File: src/rtl/vec_strided_lsu_if.sv
// ---------------------------------------------------------------------------
// vec_strided_lsu_if
// Memory-port bundle between the strided load/store sequencer and the
// coprocessor memory port.
//
// Handshake: the master raises mem_valid with mem_addr/mem_wdata/mem_wstrb
// and holds all of them stable until it samples mem_ready high on a rising
// clock edge; that edge is the transfer. mem_rdata is only meaningful in the
// cycle where mem_ready is high. The master never drops mem_valid before the
// transfer, and never presents two requests on consecutive cycles.
//
// Signals:
//   mem_valid  master -> slave  request valid
//   mem_ready  slave  -> master request accepted / read data valid
//   mem_addr   master -> slave  word-aligned byte address
//   mem_wdata  master -> slave  lane-replicated store data
//   mem_wstrb  master -> slave  byte strobes (0 on loads)
//   mem_rdata  slave  -> master load data
// ---------------------------------------------------------------------------
interface vec_strided_lsu_if;
  logic        mem_valid;
  logic        mem_ready;
  logic [31:0] mem_addr;
  logic [31:0] mem_wdata;
  logic [3:0]  mem_wstrb;
  logic [31:0] mem_rdata;

  modport master (
    output mem_valid, mem_addr, mem_wdata, mem_wstrb,
    input  mem_ready, mem_rdata
  );

  modport slave (
    input  mem_valid, mem_addr, mem_wdata, mem_wstrb,
    output mem_ready, mem_rdata
  );
endinterface

File: src/rtl/vec_strided_lsu.sv
// ---------------------------------------------------------------------------
// vec_strided_lsu
// Strided load/store sequencer for vlse.v / vsse.v. Issues one memory
// transaction per element at base + i*stride (i = 0..vl-1), extracts the
// SEW-sized lane on loads into the VRF, and builds lane-aligned write data
// and byte strobes on stores.
//
// Optional feature macro: VEC_LSU_PERF_EN (memory stall-cycle counter).
//
// Ports:
//   clk, resetn        clock, asynchronous active-low reset
//   start              one-cycle request, sampled only in IDLE
//   is_store           1 = store, 0 = load
//   base, stride       byte base address and signed byte stride
//   vl                 element count (clamped to MAX_VL)
//   sew                00 = 8b, 01 = 16b, 10 = 32b, 11 = reserved (error)
//   busy, done, error  status; done/error are one-cycle pulses
//   mem                memory port (vec_strided_lsu_if.master)
//   elem_wr_*          VRF write port for loaded elements
//   elem_rd_idx/data   VRF read port for store elements (combinational read)
//   perf_stall_cycles  cycles with mem_valid && !mem_ready (0 when disabled)
//   dbg_state          current FSM state encoding
// ---------------------------------------------------------------------------
module vec_strided_lsu #(
  parameter int MAX_VL = 32,
  parameter int VL_W   = 6
) (
  input  logic             clk,
  input  logic             resetn,
  input  logic             start,
  input  logic             is_store,
  input  logic [31:0]      base,
  input  logic [31:0]      stride,
  input  logic [VL_W-1:0]  vl,
  input  logic [1:0]       sew,
  output logic             busy,
  output logic             done,
  output logic             error,
  vec_strided_lsu_if.master mem,
  output logic             elem_wr_en,
  output logic [VL_W-1:0]  elem_wr_idx,
  output logic [31:0]      elem_wr_data,
  output logic [VL_W-1:0]  elem_rd_idx,
  input  logic [31:0]      elem_rd_data,
  output logic [31:0]      perf_stall_cycles,
  output logic [2:0]       dbg_state
);

  typedef enum logic [2:0] {
    S_IDLE  = 3'd0,
    S_CHECK = 3'd1,
    S_REQ   = 3'd2,
    S_DONE  = 3'd3,
    S_ERR   = 3'd4
  } state_t;

  state_t          state;
  logic            store_q;
  logic [31:0]     stride_q;
  logic [31:0]     ea;
  logic [VL_W-1:0] vl_q;
  logic [VL_W-1:0] idx;
  logic [1:0]      sew_q;

  logic            mem_valid_q;
  logic [31:0]     mem_addr_q;
  logic [31:0]     mem_wdata_q;
  logic [3:0]      mem_wstrb_q;

  logic            aligned;
  logic [3:0]      lane_strb;
  logic [31:0]     lane_wdata;
  logic [31:0]     lane_rdata;
  logic [31:0]     rdata_shifted;
  logic [VL_W-1:0] vl_clamped;
  logic            last_elem;

  assign vl_clamped = (vl > VL_W'(MAX_VL)) ? VL_W'(MAX_VL) : vl;
  assign last_elem  = (idx == (vl_q - VL_W'(1)));

  // Lane steering, all keyed on the byte offset ea[1:0] of the current element.
  always_comb begin
    aligned       = 1'b0;
    lane_strb     = 4'b0000;
    lane_wdata    = 32'h0;
    lane_rdata    = 32'h0;
    rdata_shifted = mem.mem_rdata >> {ea[1:0], 3'b000};
    case (sew_q)
      2'b00: begin
        aligned    = 1'b1;
        lane_strb  = 4'b0001 << ea[1:0];
        lane_wdata = {4{elem_rd_data[7:0]}};
        lane_rdata = {24'h0, rdata_shifted[7:0]};
      end
      2'b01: begin
        aligned    = ~ea[0];
        lane_strb  = 4'b0011 << ea[1:0];
        lane_wdata = {2{elem_rd_data[15:0]}};
        lane_rdata = {16'h0, rdata_shifted[15:0]};
      end
      2'b10: begin
        aligned    = (ea[1:0] == 2'b00);
        lane_strb  = 4'b1111;
        lane_wdata = elem_rd_data;
        lane_rdata = mem.mem_rdata;
      end
      default: begin
        aligned = 1'b0;
      end
    endcase
  end

  always_ff @(posedge clk or negedge resetn) begin
    if (!resetn) begin
      state        <= S_IDLE;
      store_q      <= 1'b0;
      stride_q     <= 32'h0;
      ea           <= 32'h0;
      vl_q         <= '0;
      idx          <= '0;
      sew_q        <= 2'b00;
      busy         <= 1'b0;
      done         <= 1'b0;
      error        <= 1'b0;
      mem_valid_q  <= 1'b0;
      mem_addr_q   <= 32'h0;
      mem_wdata_q  <= 32'h0;
      mem_wstrb_q  <= 4'b0000;
      elem_wr_en   <= 1'b0;
      elem_wr_idx  <= '0;
      elem_wr_data <= 32'h0;
    end else begin
      done       <= 1'b0;
      error      <= 1'b0;
      elem_wr_en <= 1'b0;
      case (state)
        S_IDLE: begin
          if (start) begin
            store_q  <= is_store;
            stride_q <= stride;
            vl_q     <= vl_clamped;
            sew_q    <= sew;
            ea       <= base;
            idx      <= '0;
            busy     <= 1'b1;
            if (sew == 2'b11) begin
              state <= S_ERR;
              error <= 1'b1;
            end else if (vl == '0) begin
              state <= S_DONE;
              done  <= 1'b1;
            end else begin
              state <= S_CHECK;
            end
          end
        end
        // The VRF read for a store settles during CHECK (elem_rd_idx = idx),
        // so the write data is latched here and held through REQ.
        S_CHECK: begin
          if (!aligned) begin
            state <= S_ERR;
            error <= 1'b1;
          end else begin
            state       <= S_REQ;
            mem_valid_q <= 1'b1;
            mem_addr_q  <= {ea[31:2], 2'b00};
            mem_wstrb_q <= store_q ? lane_strb  : 4'b0000;
            mem_wdata_q <= store_q ? lane_wdata : 32'h0;
          end
        end
        S_REQ: begin
          if (mem.mem_ready) begin
            mem_valid_q <= 1'b0;
            mem_addr_q  <= 32'h0;
            mem_wstrb_q <= 4'b0000;
            mem_wdata_q <= 32'h0;
            if (!store_q) begin
              elem_wr_en   <= 1'b1;
              elem_wr_idx  <= idx;
              elem_wr_data <= lane_rdata;
            end
            idx <= idx + VL_W'(1);
            ea  <= ea + stride_q;
            if (last_elem) begin
              state <= S_DONE;
              done  <= 1'b1;
            end else begin
              state <= S_CHECK;
            end
          end
        end
        S_DONE, S_ERR: begin
          state <= S_IDLE;
          busy  <= 1'b0;
        end
        default: begin
          state <= S_IDLE;
          busy  <= 1'b0;
        end
      endcase
    end
  end

`ifdef VEC_LSU_PERF_EN
  // Stall counter: cleared by an accepted start, saturating, held after finish.
  always_ff @(posedge clk or negedge resetn) begin
    if (!resetn) begin
      perf_stall_cycles <= 32'h0;
    end else if (state == S_IDLE && start) begin
      perf_stall_cycles <= 32'h0;
    end else if (mem_valid_q && !mem.mem_ready && perf_stall_cycles != 32'hFFFF_FFFF) begin
      perf_stall_cycles <= perf_stall_cycles + 32'd1;
    end
  end
`else
  assign perf_stall_cycles = 32'h0;
`endif

  assign mem.mem_valid = mem_valid_q;
  assign mem.mem_addr  = mem_addr_q;
  assign mem.mem_wdata = mem_wdata_q;
  assign mem.mem_wstrb = mem_wstrb_q;
  assign elem_rd_idx   = idx;
  assign dbg_state     = state;

endmodule

File: src/flat_wrapper.sv
// flat-port wrapper written by rule: the top's interface ports become plain ports
module vec_strided_lsu_flat 
#(
  parameter int MAX_VL = 32,
  parameter int VL_W   = 6
)
  (clk, resetn, start, is_store, base, stride, vl, sew, busy, done, error, elem_wr_en, elem_wr_idx, elem_wr_data, elem_rd_idx, elem_rd_data, perf_stall_cycles, dbg_state, mem_mem_valid, mem_mem_addr, mem_mem_wdata, mem_mem_wstrb, mem_mem_ready, mem_mem_rdata);
  vec_strided_lsu_if mem_i ();
  input  logic clk;
  input  logic resetn;
  input  logic start;
  input  logic is_store;
  input  logic [31:0] base;
  input  logic [31:0] stride;
  input  logic [VL_W-1:0] vl;
  input  logic [1:0] sew;
  output logic busy;
  output logic done;
  output logic error;
  output logic elem_wr_en;
  output logic [VL_W-1:0] elem_wr_idx;
  output logic [31:0] elem_wr_data;
  output logic [VL_W-1:0] elem_rd_idx;
  input  logic [31:0] elem_rd_data;
  output logic [31:0] perf_stall_cycles;
  output logic [2:0] dbg_state;
  output wire logic [$bits(mem_i.mem_valid)-1:0] mem_mem_valid;
  output wire logic [$bits(mem_i.mem_addr)-1:0] mem_mem_addr;
  output wire logic [$bits(mem_i.mem_wdata)-1:0] mem_mem_wdata;
  output wire logic [$bits(mem_i.mem_wstrb)-1:0] mem_mem_wstrb;
  input wire logic [$bits(mem_i.mem_ready)-1:0] mem_mem_ready;
  input wire logic [$bits(mem_i.mem_rdata)-1:0] mem_mem_rdata;
  assign mem_mem_valid = mem_i.mem_valid;
  assign mem_mem_addr = mem_i.mem_addr;
  assign mem_mem_wdata = mem_i.mem_wdata;
  assign mem_mem_wstrb = mem_i.mem_wstrb;
  assign mem_i.mem_ready = mem_mem_ready;
  assign mem_i.mem_rdata = mem_mem_rdata;
  vec_strided_lsu #(.MAX_VL(MAX_VL), .VL_W(VL_W)) u_core (.clk(clk), .resetn(resetn), .start(start), .is_store(is_store), .base(base), .stride(stride), .vl(vl), .sew(sew), .busy(busy), .done(done), .error(error), .mem(mem_i), .elem_wr_en(elem_wr_en), .elem_wr_idx(elem_wr_idx), .elem_wr_data(elem_wr_data), .elem_rd_idx(elem_rd_idx), .elem_rd_data(elem_rd_data), .perf_stall_cycles(perf_stall_cycles), .dbg_state(dbg_state));
endmodule
File: config.mk
export PLATFORM = sky130hd
export DESIGN_NAME = vec_strided_lsu_flat
export DESIGN_NICKNAME = d
export VERILOG_FILES = /design/src/rtl/vec_strided_lsu_if.sv /design/src/rtl/vec_strided_lsu.sv /design/src/flat_wrapper.sv
export SDC_FILE = /design/constraint.sdc
export NUM_CORES = 1
export LEC_CHECK = 0
export BUFFER_PORTS_ARGS = -buffer_cell sky130_fd_sc_hd__buf_2
export CAP_MARGIN = 30
export CORE_ASPECT_RATIO = 0.5
export CORE_MARGIN = 2
export CORE_UTILIZATION = 54
export DETAILED_ROUTE_END_ITERATION = 16
export GPL_TIMING_DRIVEN = 0
export HOLD_SLACK_MARGIN = 0.06
export PLACE_DENSITY = 0.82
export SLEW_MARGIN = 15
export SYNTH_ARGS = -nofsm -noshare
export SYNTH_HDL_FRONTEND = slang
export SYNTH_SLANG_ARGS = --single-unit
File: constraint.sdc
create_clock -name clk -period 4.93 [get_ports clk]
set_input_delay 1.2325 -clock clk [delete_from_list [all_inputs] [get_ports clk]]
set_output_delay 1.2325 -clock clk [all_outputs]
set_load 0.05 [all_outputs]
==> load_flow_metrics.sql <==
INSERT INTO impl_metrics (metric_group, metric, value, unit) VALUES
('floorplanning', 'io_pins', '293', ''),
('run_status', 'status', 'complete, no violations', ''),
('clocking', 'clock_tree_from_tritoncts', 'done', ''),
('final_layout', 'nets', '1677', ''),
('setup_path', 'worst-r2r-cell-count', '12', ''),
('clocking', 'total_cts_buffers', '17', ''),
('synthesis', 'synth_cell_type_count', '62', ''),
('synthesis', 'post_synth_edffs', '0', ''),
('setup_path', 'timing.critical_path.slowest_stage_cell', 'dfrtp_1', ''),
('hold_path', 'holdCritStartpoint', 'u_core.mem.mem_wstrb[0]', ''),
('route', 'drt_pre_antenna_iters', '5', ''),
('synthesis', 'synth-warning-count', '0', ''),
('flow_run', 'cap_viol_max_count', '0', ''),
('route', 'detailroute.via_count', '9962', ''),
('setup_path', 'critPathMaxStageDelay', '0.50', 'ns'),
('setup_path', 'timing.critical_path.cells', 'ha_1 -> fa_1 -> a21o_1 -> a221oi_1 -> o2bb2ai_1 -> a21oi_2 -> a21oi_2 -> o21ai_1 -> a21boi_2 -> o211ai_1 -> xnor2_1 -> o21ai_1', ''),
('pwr', 'worst_ir_drop_vdd', '0.3784', 'mV'),
('setup_path', 'cp_data_required_time', '5.25', 'ns'),
('timing', 'relative_slew_slack', '32.00', '%'),
('clocking', 'h-tree-depth', '4', ''),
('timing', 'hold_viol_final', '0', ''),
('setup_path', 'setup.worst_path.end_class', 'register', ''),
('route', 'detailroute.wirelength.met3', '2597', 'um'),
('global_routing', 'largest_net_degree_at_the_start_of_global_routing', '99', ''),
('setup_path', 'critical_path.max_fanout', '7', ''),
('hold_path', 'timing.hold.worst_endpoint', 'u_core.mem.mem_wstrb[0]', ''),
('synthesis', 'synthesis.area', '10260', 'sq um'),
('synthesis', 'synth.area.top_cells', 'dfrtp_1 (47%), nand2_1 (12%), a21oi_1 (4.6%)', ''),
('route', 'drt-wirelength-per-cell', '18.13', 'um'),
('synthesis', 'async_flop_share', '100.0', '%'),
('setup_path', 'timing_worst_setup_path_type', 'reg2reg', ''),
('setup_path', 'worst_r2r_endpoint', 'u_core.ea[26]', ''),
('hold_path', 'timing.hold.worst.class', 'reg2reg', ''),
('final_layout', 'final-instance-count-excl-fill', '1774', ''),
('route', 'dr_wl_met2', '14920', 'um'),
('route', 'highest-signal-layer', 'met4', ''),
('global_routing', 'grtUsageTotal', '32.04', '%'),
('timing', 'tightest_slew', '1.016', 'ns'),
('timing', 'finalSetupViolations', '0', ''),
('hold_path', 'holdPathStages', '2', ''),
('synthesis', 'yosys_most_used_dff', 'dfrtp_1', ''),
('timing', 'timing.fmax', '281.2', 'MHz'),
('final_layout', 'layout-drive-gt1-share', '22.84', '%'),
('timing', 'finClkSkew', '0.01442', 'ns'),
('final_layout', 'layout-area-overhead-vs-synth', '23.17', '%'),
('final_layout', 'final.fill_count', '1522', ''),
('route', 'remaining_routing_drc_violations', '0', ''),
('timing', 'grt_setup_unrepaired', 'no', ''),
('synthesis', 'synth_top_area_share', '46.60', '%'),
('route', 'vias_per_cell', '5.616', ''),
('synthesis', 'synthesis.instances', '1191', ''),
('clocking', 'ctsLongestPathBuffers', '2', ''),
('placement', 'finalWeightedCongestion', '0.9263', ''),
('global_routing', 'final_global_route_overflow_total', '0', ''),
('setup_path', 'arrival', '3.88', 'ns'),
('synthesis', 'synthesized_area_per_cell', '8.611', 'sq um'),
('route', 'finalWirelength', '32160', 'um'),
('floorplanning', 'die-height', '101.5', 'um'),
('timing', 'final.period_utilization', '72.13', '%'),
('clocking', 'root_buffer', 'clkbuf_16', ''),
('placement', 'numPortBuffers', '258', ''),
('pwr', 'power.density_cell_area', '788.2', 'nW/um^2'),
('route', 'wirelength_met1', '13890', 'um'),
('floorplanning', 'placement_rows', '35', ''),
('floorplanning', 'fp.dieArea', '20180', 'sq um'),
('clocking', 'cts.sink_count', '191', ''),
('route', 'detailedRoute.firstIterationViolations', '720', ''),
('clocking', 'clk_pin_slew_worst_paths', '0.09', 'ns'),
('final_layout', 'post_layout_utilization_of_the_core', '68.19', '%'),
('global_routing', 'antenna_violations_before_repair', '0', ''),
('placement', 'placed_cells_incl_taps', '1742', '');
kinds of logic after synthesis:
kind of cell	count (synthesis)	share of synthesized area [%]
XOR/XNOR	40	3.416
AO/OA/AOI/OAI	266	15.94
adder cells (fa/ha/maj)	34	4.221
multiplexers	18	2.745
flip-flops	191	46.60
other	1	0.03656
AND/OR/NAND/NOR	525	21.53
buffers and inverters	116	5.502
layout by cell type, fill, tap and decap left out, types with 20 or more instances in the layout:
master / count
a21oi_1: 94
buf_2: 258
buf_4: 34
clkbuf_1: 60
conb_1: 34
dfrtp_1: 191
ha_1: 33
nand2_1: 320
nand3_1: 57
nor2_1: 83
o21ai_0: 65
xnor2_1: 20
xor2_1: 20
routing by layer:
layer  track usage [%]  vias up
met5                 0        -
met2             52.82      469
met4             10.16        0
met3             6.027       62
met1             43.53     4808
li1                  -     4623
where the power goes:
group / internal [uW] / switching, uW
logic: 1840 / 4060
clock network: 727 / 712
registers: 2180 / 439
total: 4750 / 5210
worst max-delay path, delay by kind of cell (launching register included):
kind                     cells  cell delay, ns
AO/OA/AOI/OAI                9            1.99
adder cells (fa/ha/maj)      2            0.71
XOR/XNOR                     1            0.22
flip-flops                   1            0.50
flip-flops by register name, summed over array words and instances (netlist names), 4 cells and up:
register and count:
u_core.ea 32, u_core.elem_rd_idx 6, u_core.elem_wr_data 32, u_core.elem_wr_idx 6, u_core.mem.mem_addr 30, u_core.mem.mem_wdata 32, u_core.mem.mem_wstrb 4, u_core.stride_q 32
u_core.vl_q 6
through the flow:
step / setup slack, ns / power, uW / cell area (sq um) / hold WS, ns / TNS [ns]
3_5_place_dp: 1.427 / 8422 / 12030 / 0.4540 / 0
3_3_place_gp: -0.4397 / 8263 / 12000 / 0.4446 / -79.75
2_1_floorplan: 2.050 / 6910 / 10380 / 0.4497 / 0
6_report: 1.374 / 9956 / 12630 / 0.4697 / 0
5_1_grt: 1.177 / 10610 / 12630 / 0.4990 / 0
4_1_cts: 1.428 / 9885 / 12630 / 0.4695 / 0
worst max path at each step:
stage,endpoint,cells after the start,startpoint,slack (ns)
6_report,u_core.ea[26],12,u_core.ea[0],1.37
5_1_grt,u_core.ea[30],12,u_core.ea[0],1.18
4_1_cts,u_core.ea[26],12,u_core.ea[0],1.43
3_5_place_dp,u_core.mem.mem_wdata[30],9,start,1.43
3_3_place_gp,u_core.elem_wr_data[7],1,resetn,-0.44
2_1_floorplan,u_core.ea[26],12,u_core.ea[0],2.05
layout make-up:
| type | count | area [sq um] | area share, % |
|---|---|---|---|
| Multi-Input combinational cell | 917 | 5036 | 39.87 |
| Sequential cell | 191 | 4780 | 37.84 |
| Timing Repair Buffer | 259 | 1329 | 10.52 |
| Buffer | 102 | 511.7 | 4.051 |
| Clock buffer | 17 | 425.4 | 3.368 |
| Tap cell | 259 | 324.1 | 2.565 |
| Clock inverter | 15 | 173.9 | 1.377 |
| Inverter | 14 | 52.55 | 0.4160 |
(Power assumes the default switching activity.)
